## src/rtl/regfile_rport_if.sv

```systemverilog
// Operand-fetch read interface between decode (master) and the register file (slave).
// Each *_info carries {en, addr}; *_data returns the resolved operand.
interface regfile_rport_if #(
  parameter int ADDR_W = 5,
  parameter int DATA_W = 32
);
  logic [ADDR_W:0]   r1_info;
  logic [DATA_W-1:0] r1_data;
  logic [ADDR_W:0]   r2_info;
  logic [DATA_W-1:0] r2_data;

  modport master (output r1_info, r2_info, input  r1_data, r2_data);
  modport slave  (input  r1_info, r2_info, output r1_data, r2_data);
endinterface

```

## src/rtl/regfile_rport.sv

```systemverilog
// MIPS GPR file: two combinational read ports with write-back bypass, one write port,
// and a pending-write scoreboard that decode uses to stall on load-use hazards.
module regfile_rport #(
  parameter int NUM_REGS  = 32,
  parameter int ADDR_W    = 5,   // 2**ADDR_W must equal NUM_REGS
  parameter int DATA_W    = 32,
  parameter int BYPASS_EN = 1
) (
  input  logic                     clk,
  input  logic                     rst,
  regfile_rport_if.slave           fetch,
  input  logic [ADDR_W+DATA_W:0]   wb_wreg_i,
  input  logic [ADDR_W:0]          sb_set_i,
  output logic                     r1_busy_o,
  output logic                     r2_busy_o,
  output logic [NUM_REGS-1:0]      pending_o
);

  localparam logic RST_ENABLE = 1'b0;

  logic              rst_off;
  logic              wb_en;
  logic [ADDR_W-1:0] wb_addr;
  logic [DATA_W-1:0] wb_data;
  logic              sb_en;
  logic [ADDR_W-1:0] sb_addr;
  logic              wr_ok;
  logic              set_ok;

  logic              r1_en, r2_en;
  logic [ADDR_W-1:0] r1_addr, r2_addr;
  logic              r1_hit, r2_hit;
  logic              r1_ok, r2_ok;

  logic [DATA_W-1:0]   regs_q [NUM_REGS];
  logic [NUM_REGS-1:0] pending_q;
  logic [NUM_REGS-1:0] pending_d;

  assign rst_off                   = (rst != RST_ENABLE);
  assign {wb_en, wb_addr, wb_data} = wb_wreg_i;
  assign {sb_en, sb_addr}          = sb_set_i;
  assign {r1_en, r1_addr}          = fetch.r1_info;
  assign {r2_en, r2_addr}          = fetch.r2_info;

  assign wr_ok  = wb_en && (wb_addr != '0);
  assign set_ok = sb_en && (sb_addr != '0);

  always_ff @(posedge clk or negedge rst) begin
    if (!rst) begin
      for (int unsigned i = 0; i < NUM_REGS; i++) regs_q[i] <= '0;
      pending_q <= '0;
    end else begin
      if (wr_ok) regs_q[wb_addr] <= wb_data;
      pending_q <= pending_d;
    end
  end

  // Set is applied after clear so a reissued load to the same destination stays pending.
  always_comb begin
    pending_d = pending_q;
    if (wr_ok)  pending_d[wb_addr] = 1'b0;
    if (set_ok) pending_d[sb_addr] = 1'b1;
    pending_d[0] = 1'b0;
  end

  assign r1_hit = (BYPASS_EN != 0) && wb_en && (wb_addr == r1_addr);
  assign r2_hit = (BYPASS_EN != 0) && wb_en && (wb_addr == r2_addr);
  assign r1_ok  = rst_off && r1_en && (r1_addr != '0);
  assign r2_ok  = rst_off && r2_en && (r2_addr != '0);

  // Reset gating keeps outputs at zero even while write-back inputs are still active.
  assign fetch.r1_data = !r1_ok ? '0 : (r1_hit ? wb_data : regs_q[r1_addr]);
  assign fetch.r2_data = !r2_ok ? '0 : (r2_hit ? wb_data : regs_q[r2_addr]);

  assign r1_busy_o = r1_ok && pending_q[r1_addr] && !r1_hit;
  assign r2_busy_o = r2_ok && pending_q[r2_addr] && !r2_hit;
  assign pending_o = pending_q;

endmodule

```

## src/flat_wrapper.sv

```systemverilog
// flat-port wrapper written by rule: the top's interface ports become plain ports
module regfile_rport_flat 
#(
  parameter int NUM_REGS  = 32,
  parameter int ADDR_W    = 5,                                   
  parameter int DATA_W    = 32,
  parameter int BYPASS_EN = 1
)
  (clk, rst, wb_wreg_i, sb_set_i, r1_busy_o, r2_busy_o, pending_o, fetch_r1_info, fetch_r2_info, fetch_r1_data, fetch_r2_data);
  regfile_rport_if #(.ADDR_W(ADDR_W), .DATA_W(DATA_W)) fetch_i ();
  input  logic clk;
  input  logic rst;
  input  logic [ADDR_W+DATA_W:0] wb_wreg_i;
  input  logic [ADDR_W:0] sb_set_i;
  output logic r1_busy_o;
  output logic r2_busy_o;
  output logic [NUM_REGS-1:0] pending_o;
  input wire logic [$bits(fetch_i.r1_info)-1:0] fetch_r1_info;
  input wire logic [$bits(fetch_i.r2_info)-1:0] fetch_r2_info;
  output wire logic [$bits(fetch_i.r1_data)-1:0] fetch_r1_data;
  output wire logic [$bits(fetch_i.r2_data)-1:0] fetch_r2_data;
  assign fetch_i.r1_info = fetch_r1_info;
  assign fetch_i.r2_info = fetch_r2_info;
  assign fetch_r1_data = fetch_i.r1_data;
  assign fetch_r2_data = fetch_i.r2_data;
  regfile_rport #(.NUM_REGS(NUM_REGS), .ADDR_W(ADDR_W), .DATA_W(DATA_W), .BYPASS_EN(BYPASS_EN)) u_core (.clk(clk), .rst(rst), .fetch(fetch_i), .wb_wreg_i(wb_wreg_i), .sb_set_i(sb_set_i), .r1_busy_o(r1_busy_o), .r2_busy_o(r2_busy_o), .pending_o(pending_o));
endmodule
```

## config.mk

```make
export PLATFORM = sky130hd
export DESIGN_NAME = regfile_rport_flat
export DESIGN_NICKNAME = d
export VERILOG_FILES = /design/src/rtl/regfile_rport_if.sv /design/src/rtl/regfile_rport.sv /design/src/flat_wrapper.sv
export SDC_FILE = /design/constraint.sdc
export NUM_CORES = 2
export LEC_CHECK = 0
export CORE_UTILIZATION = 40
export CTS_BUF_LIST = sky130_fd_sc_hd__clkbuf_8
export CTS_CLUSTER_DIAMETER = 40
export DETAILED_ROUTE_END_ITERATION = 10
export DONT_BUFFER_PORTS = 1
export PLACE_DENSITY = 0.61
export SLEW_MARGIN = 10
export SYNTH_ARGS = -nofsm -noshare
export SYNTH_HDL_FRONTEND = slang
export SYNTH_SLANG_ARGS = --single-unit
```

## constraint.sdc

```tcl
create_clock -name clk -period 4.1 [get_ports clk]
set_input_delay 0.82 -clock clk [delete_from_list [all_inputs] [get_ports clk]]
set_output_delay 0.82 -clock clk [all_outputs]
set_load 0.03 [all_outputs]
```

After elaboration in Yosys (flattened, before gate mapping)
Index checks and enable logic that the tools add are counted.
Widths: inputs -> output; s select.
{"block": "totals", "reg_bits": 1055, "inputBits": 58, "output_inout_bits": 98, "elab_cells": 95}
{"block": "op_classes", "n_lt_le_gt_ge": 10, "n_eq_ne": 2, "n_mux": 23, "n_bitwise": 6, "n_reduce_logical": 21}
{"operator": "$bwmux 1024", "count": 1}
{"operator": "$mux 32", "count": 11}
{"operator": "$bmux 32 s5", "count": 2}
{"operator": "$demux 32 s5", "count": 1}
{"operator": "$and 32x32->32", "count": 1}
{"operator": "$not 32->32", "count": 1}
{"operator": "$or 32x32->32", "count": 1}
{"operator": "$lt 5x6->1 const B", "count": 4}
{"operator": "$reduce_bool 5->1", "count": 4}
{"operator": "$ge 6x6->1 const B", "count": 3}
{"operator": "$not 5->6", "count": 3}
{"operator": "$logic_and 1x1->1", "count": 15}
{"operator": "$bmux 1 s5", "count": 2}
{"operator": "$demux 1 s5", "count": 2}
{"operator": "$eq 5x5->1", "count": 2}
{"operator": "$ge 5x1->1 const B", "count": 2}
{"operator": "$lt 6x1->1 const B", "count": 1}
{"operator": "$mux 1", "count": 4}
{"operator": "$logic_not 1->1", "count": 2}

Depth between registers and ports, before layout
{"block": "logic_depth", "ltp_word": 9, "depth_mapped": 9, "mapped_depth_nobuf": 5}

Least setup slack after synthesis
No wires, ideal clock.
{"block": "synth_timing", "kind": "input to output", "from": "in fetch_r2_info[0]", "to": "out fetch_r2_data[30]", "t_arrival_ns": 2.554, "required_ns": 3.280, "path_slack_ns": 0.726, "cell_stages": 9, "n_path_buf": 4, "path_cell_list": "buf_6 buf_12 buf_6 buf_4 nor2b_1 a2bb2oi_1 o2111ai_1 and4_1 a21oi_1"}
{"block": "synth_via", "elab_chain_cells": 6, "elab_cells_between_ends": 10, "classes_between": "eq/ne: 1; mux: 5; bitwise: 1; reduce/logical: 3"}
{"item": "start: declaration", "line_no": "flat_wrapper.sv:19", "rtl": "input wire logic [$bits(fetch_i.r2_info)-1:0] fetch_r2_info;"}
{"item": "$not 5->6 (implied by the code)", "line_no": "regfile_rport.sv:73", "rtl": "assign fetch.r2_data = !r2_ok ? '0 : (r2_hit ? wb_data : regs_q[r2_addr]);"}
{"item": "$bmux 32 s5", "line_no": "regfile_rport.sv:73"}
{"item": "$mux 32 (implied by the code) (2 in a row)", "line_no": "regfile_rport.sv:73"}
{"item": "$mux 32", "line_no": "regfile_rport.sv:73"}
{"item": "$mux 32 *", "line_no": "regfile_rport.sv:73"}
{"item": "end: declaration", "line_no": "flat_wrapper.sv:21", "rtl": "output wire logic [$bits(fetch_i.r2_data)-1:0] fetch_r2_data;"}
Mark *: on every way between the ends. The rest lies on a longest branch, timed or not. The select of a mux whose other input is x is not followed.

Final worst setup path
{"block": "layout_timing", "from": "in fetch_r1_info[0]", "to": "out fetch_r1_data[22]"}
{"block": "layout_via", "elab_chain_cells": 6, "elab_cells_between_ends": 10, "classes_between": "eq/ne: 1; mux: 5; bitwise: 1; reduce/logical: 3"}
{"item": "start: declaration", "line_no": "flat_wrapper.sv:18", "rtl": "input wire logic [$bits(fetch_i.r1_info)-1:0] fetch_r1_info;"}
{"item": "$not 5->6 (implied by the code)", "line_no": "regfile_rport.sv:72", "rtl": "assign fetch.r1_data = !r1_ok ? '0 : (r1_hit ? wb_data : regs_q[r1_addr]);"}
{"item": "$bmux 32 s5", "line_no": "regfile_rport.sv:72"}
{"item": "$mux 32 (implied by the code) (2 in a row)", "line_no": "regfile_rport.sv:72"}
{"item": "$mux 32", "line_no": "regfile_rport.sv:72"}
{"item": "$mux 32 *", "line_no": "regfile_rport.sv:72"}
{"item": "end: declaration", "line_no": "flat_wrapper.sv:20", "rtl": "output wire logic [$bits(fetch_i.r1_data)-1:0] fetch_r1_data;"}
Marks and branches as above.

==> reports/metrics.yaml <==
global_route.usage.total_pct: 25.1
core.rowCount: 139
share_of_post_route_cells_with_drive_strength_above_1_pct: 43.8
critical_path.startpoint: "fetch_r1_info[0]"
crit-reg2reg-launch: "u_core.pending_o[24]"
cell_leakage_power_nw: 28.3
numClockSinks: 1055
syn_inst: 4065
flow.area_growth_from_synthesis_pct: 12.2
route.detailed.wl_per_inst_um: 30.1
start_util_pct: 40.3
min-delay-start: "wb_wreg_i[18]"
timing_max_transition_violations_final: 0
setup_violations: 36
critPathRequiredTime_ps: 3280
cts.reportedPaths.clkPinSlew_ps: 50
grt_max_degree: 334
power-per-cell-area_nw_per_um2: 470
nets: 4081
cts-htree-levels: 4
synthesis.area_sq_um: 57900
cts_root_buf: "clkbuf_8"
skew_ps: 0
ys_top_cells_by_area: "dfrtp_1 (46%), mux2_2 (17%), mux4_2 (14%)"
crit_type: "primary input to primary output"
failing_checks: "DRC, setup timing"
min_period_ps: 4610
max_cap_viol_count: 0
synthDistinctLibCells: 64
grt_pass1_wl_um: 271000
die_height_um: 382
floorplan.die.width_um: 382
synth_mux_area_share_pct: 39.8
synth-edff-count: 0
finalHoldViolations: 0
vdd_ir_drop_max_mv: 0.386
worstPathArrival_ps: 3790
design_power_total_mw: 30.5
die_area_sq_um: 146000
max_slew.worst_pin.slew_ps: 1480
first_global_vias: 39400
seq_area_frac_synth_pct: 45.6
utilization_pct: 45.2
finalNonFillerCells: 6089
worst_hold_slack_ps: 84.6
yosysWarnings: 0
dp_hpwl_um: 98000
floorplan.io_pins: 156
num_vias: 38100
flip_flop_and_latch_count_after_synthesis: 1055
starting_drc_count_in_detailed_routing: 3278
yosys.area_share.xor_xnor_pct: 0.151
synth_top_area_cell: "dfrtp_1"
tightest_hold_check_type: "primary input to flop"
combinational_family_with_the_most_area_after_synthesis: "multiplexers"
drc_errors: 36
globalRouteOverflowTotal: 0
cts_buffers: 197
critical_path.max_fanout: 301
fmaxAchievable_mhz: 217
clock_tree_from_tritoncts: "yes"
synthDominantCellAreaShare_pct: 45.6
synth-compound-area-share_pct: 8.36
critPathCaptureType: "primary output"
clock_tree.buffer_depth: 3
max-slew-margin-rel_pct: 1.42
post-cts-setup-buffer-count: 0
post_synth_and_or_nand_nor_area_fraction_pct: 1.88
route.antenna.remaining_nets: 0
finalCritPeriodShare_pct: 112
worstSkewPairLatency_ps: 930
detail_route.vias_per_cell: 6.26
net_count_synth: 4123
synth-async-reset-ratio_pct: 100
finalWorstSetupSlack_ps: -506
port-buffer-count: 0
unrepaired_setup_endpoints_after_global_routing: "false"
cp-start-kind: "primary input"
drt_wl_total_um: 183000
yosys.area_share.adder_pct: 0
ys_dominant_reg_cell: "dfrtp_1"
per_instance_average_area_after_synthesis_sq_um: 14.2
antenna_found_initial: 6
gpl.final_weighted_congestion: 0.798
status: "finished, violations left"
numPlacedInstances: 5663
first_pass_iters: 8
design.core.area_sq_um: 144000
-- registers in the layout, indices dropped and copies added (netlist names) --
name,flops
u_core.pending_o,31
u_core.regs_q,1024
-- area by class of cell --
class | count | area (sq um)
repair buffers | 222 | 2720
flip-flops and latches | 1055 | 26400
well taps | 1903 | 2380
fillers | 12900 | 78700
multi-input cells | 2538 | 29200
clock buffers | 247 | 3400
inverters | 9 | 33.8
diodes | 5 | 12.5
clock inverters | 110 | 762
-- critical path, stage by stage --
cell and delay, ps:
and2_2 890, buf_4 340, a221o_1 350, o21ai_1 190
a22oi_1 150, o21ai_1 160, buf_4 200
-- final timing paths --
| path | endpoint | slack, ps | cells past startpoint |
|---|---|---|---|
| max | fetch_r1_data[22] | -510 | 7 |
| min | u_core.regs_q[146] | 80 | 1 |
| max reg2reg | u_core.pending_o[24] | 2630 | 3 |
| min in group asynchronous | u_core.pending_o[20] | 350 | 2 |
| max in group asynchronous | u_core.regs_q[106] | 1510 | 3 |
| min reg2reg | u_core.regs_q[1006] | 400 | 0 |
-- layout by cell type (no fill, tap or decap), types with 63 or more instances in the layout --
cell,count
nor2_1,68
a221oi_1,68
mux2i_1,357
buf_4,100
mux2_2,892
clkbuf_8,247
dfrtp_1,1055
mux4_2,365
a22oi_1,124
inv_1,63
mux2_1,104
-- power by group --
| part | total, mW | switching, mW | internal, mW |
|---|---|---|---|
| Combinational | 5.76 | 2.19 | 3.57 |
| Clock | 10.7 | 4.80 | 5.94 |
| Sequential | 14.0 | 1.63 | 12.4 |
| Total | 30.5 | 8.62 | 21.9 |
-- routing by layer --
metal	vias up	wire length (um)	global-route usage [%]
met1	20600	77100	33.2
met5	-	26	0
met2	1326	88200	40.6
met4	4	6920	10.0
met3	404	11000	4.82
li1	15700	-	-
-- stage by stage --
step	instance area, sq um	setup WS, ps	TNS [ps]
after floorplan	57900	726	0
after global placement	59900	-282	-2400
after detailed placement	60000	-380	-8170
after CTS	64900	97.3	0
after global routing	64900	107	0
final	64900	-506	-9550
-- Yosys cell counts (4+ instances only) --
cell type / number
dfrtp_1: 1055
mux2_2: 892
mux4_2: 365
mux2i_1: 357
clkbuf_1: 224
buf_2: 152
a22oi_1: 124
mux2_1: 104
nor2_1: 76
a221oi_1: 68
a211oi_1: 62
o21ai_1: 62
a221oi_2: 57
buf_6: 45
nor2b_1: 42
a21oi_1: 37
a221o_1: 33
a211o_1: 31
nand2_1: 31
o21a_1: 31
o21bai_1: 31
buf_4: 29
o21ai_0: 25
a22o_1: 11
nand2b_1: 11
buf_1: 10
nand3_1: 9
xnor2_1: 9
nor2_2: 7
nor3_1: 7
o211ai_1: 6
inv_1: 5
nand4_1: 5
a311oi_1: 4
nand4b_1: 4
nor3_2: 4
-- logic make-up (layout without fill, tap and decap cells) --
| logic type | Yosys count | count (layout) |
|---|---|---|
| other | 1 | 6 |
| AND/OR/NAND/NOR | 212 | 212 |
| AO/OA/AOI/OAI | 597 | 597 |
| flip-flops | 1055 | 1055 |
| XOR/XNOR | 10 | 10 |
| multiplexers | 1718 | 1718 |
| buffers and inverters | 472 | 588 |
-- repair_timing --
action / in CTS / in global routing
cloned: 1 / 0
gates resized for setup: 0 / 1
endpoints found under the setup margin: 31 / 2
endpoints found under the hold margin: 1100 / 0
hold buffers: 63 / 0
Power figures use the tool's default switching activity.
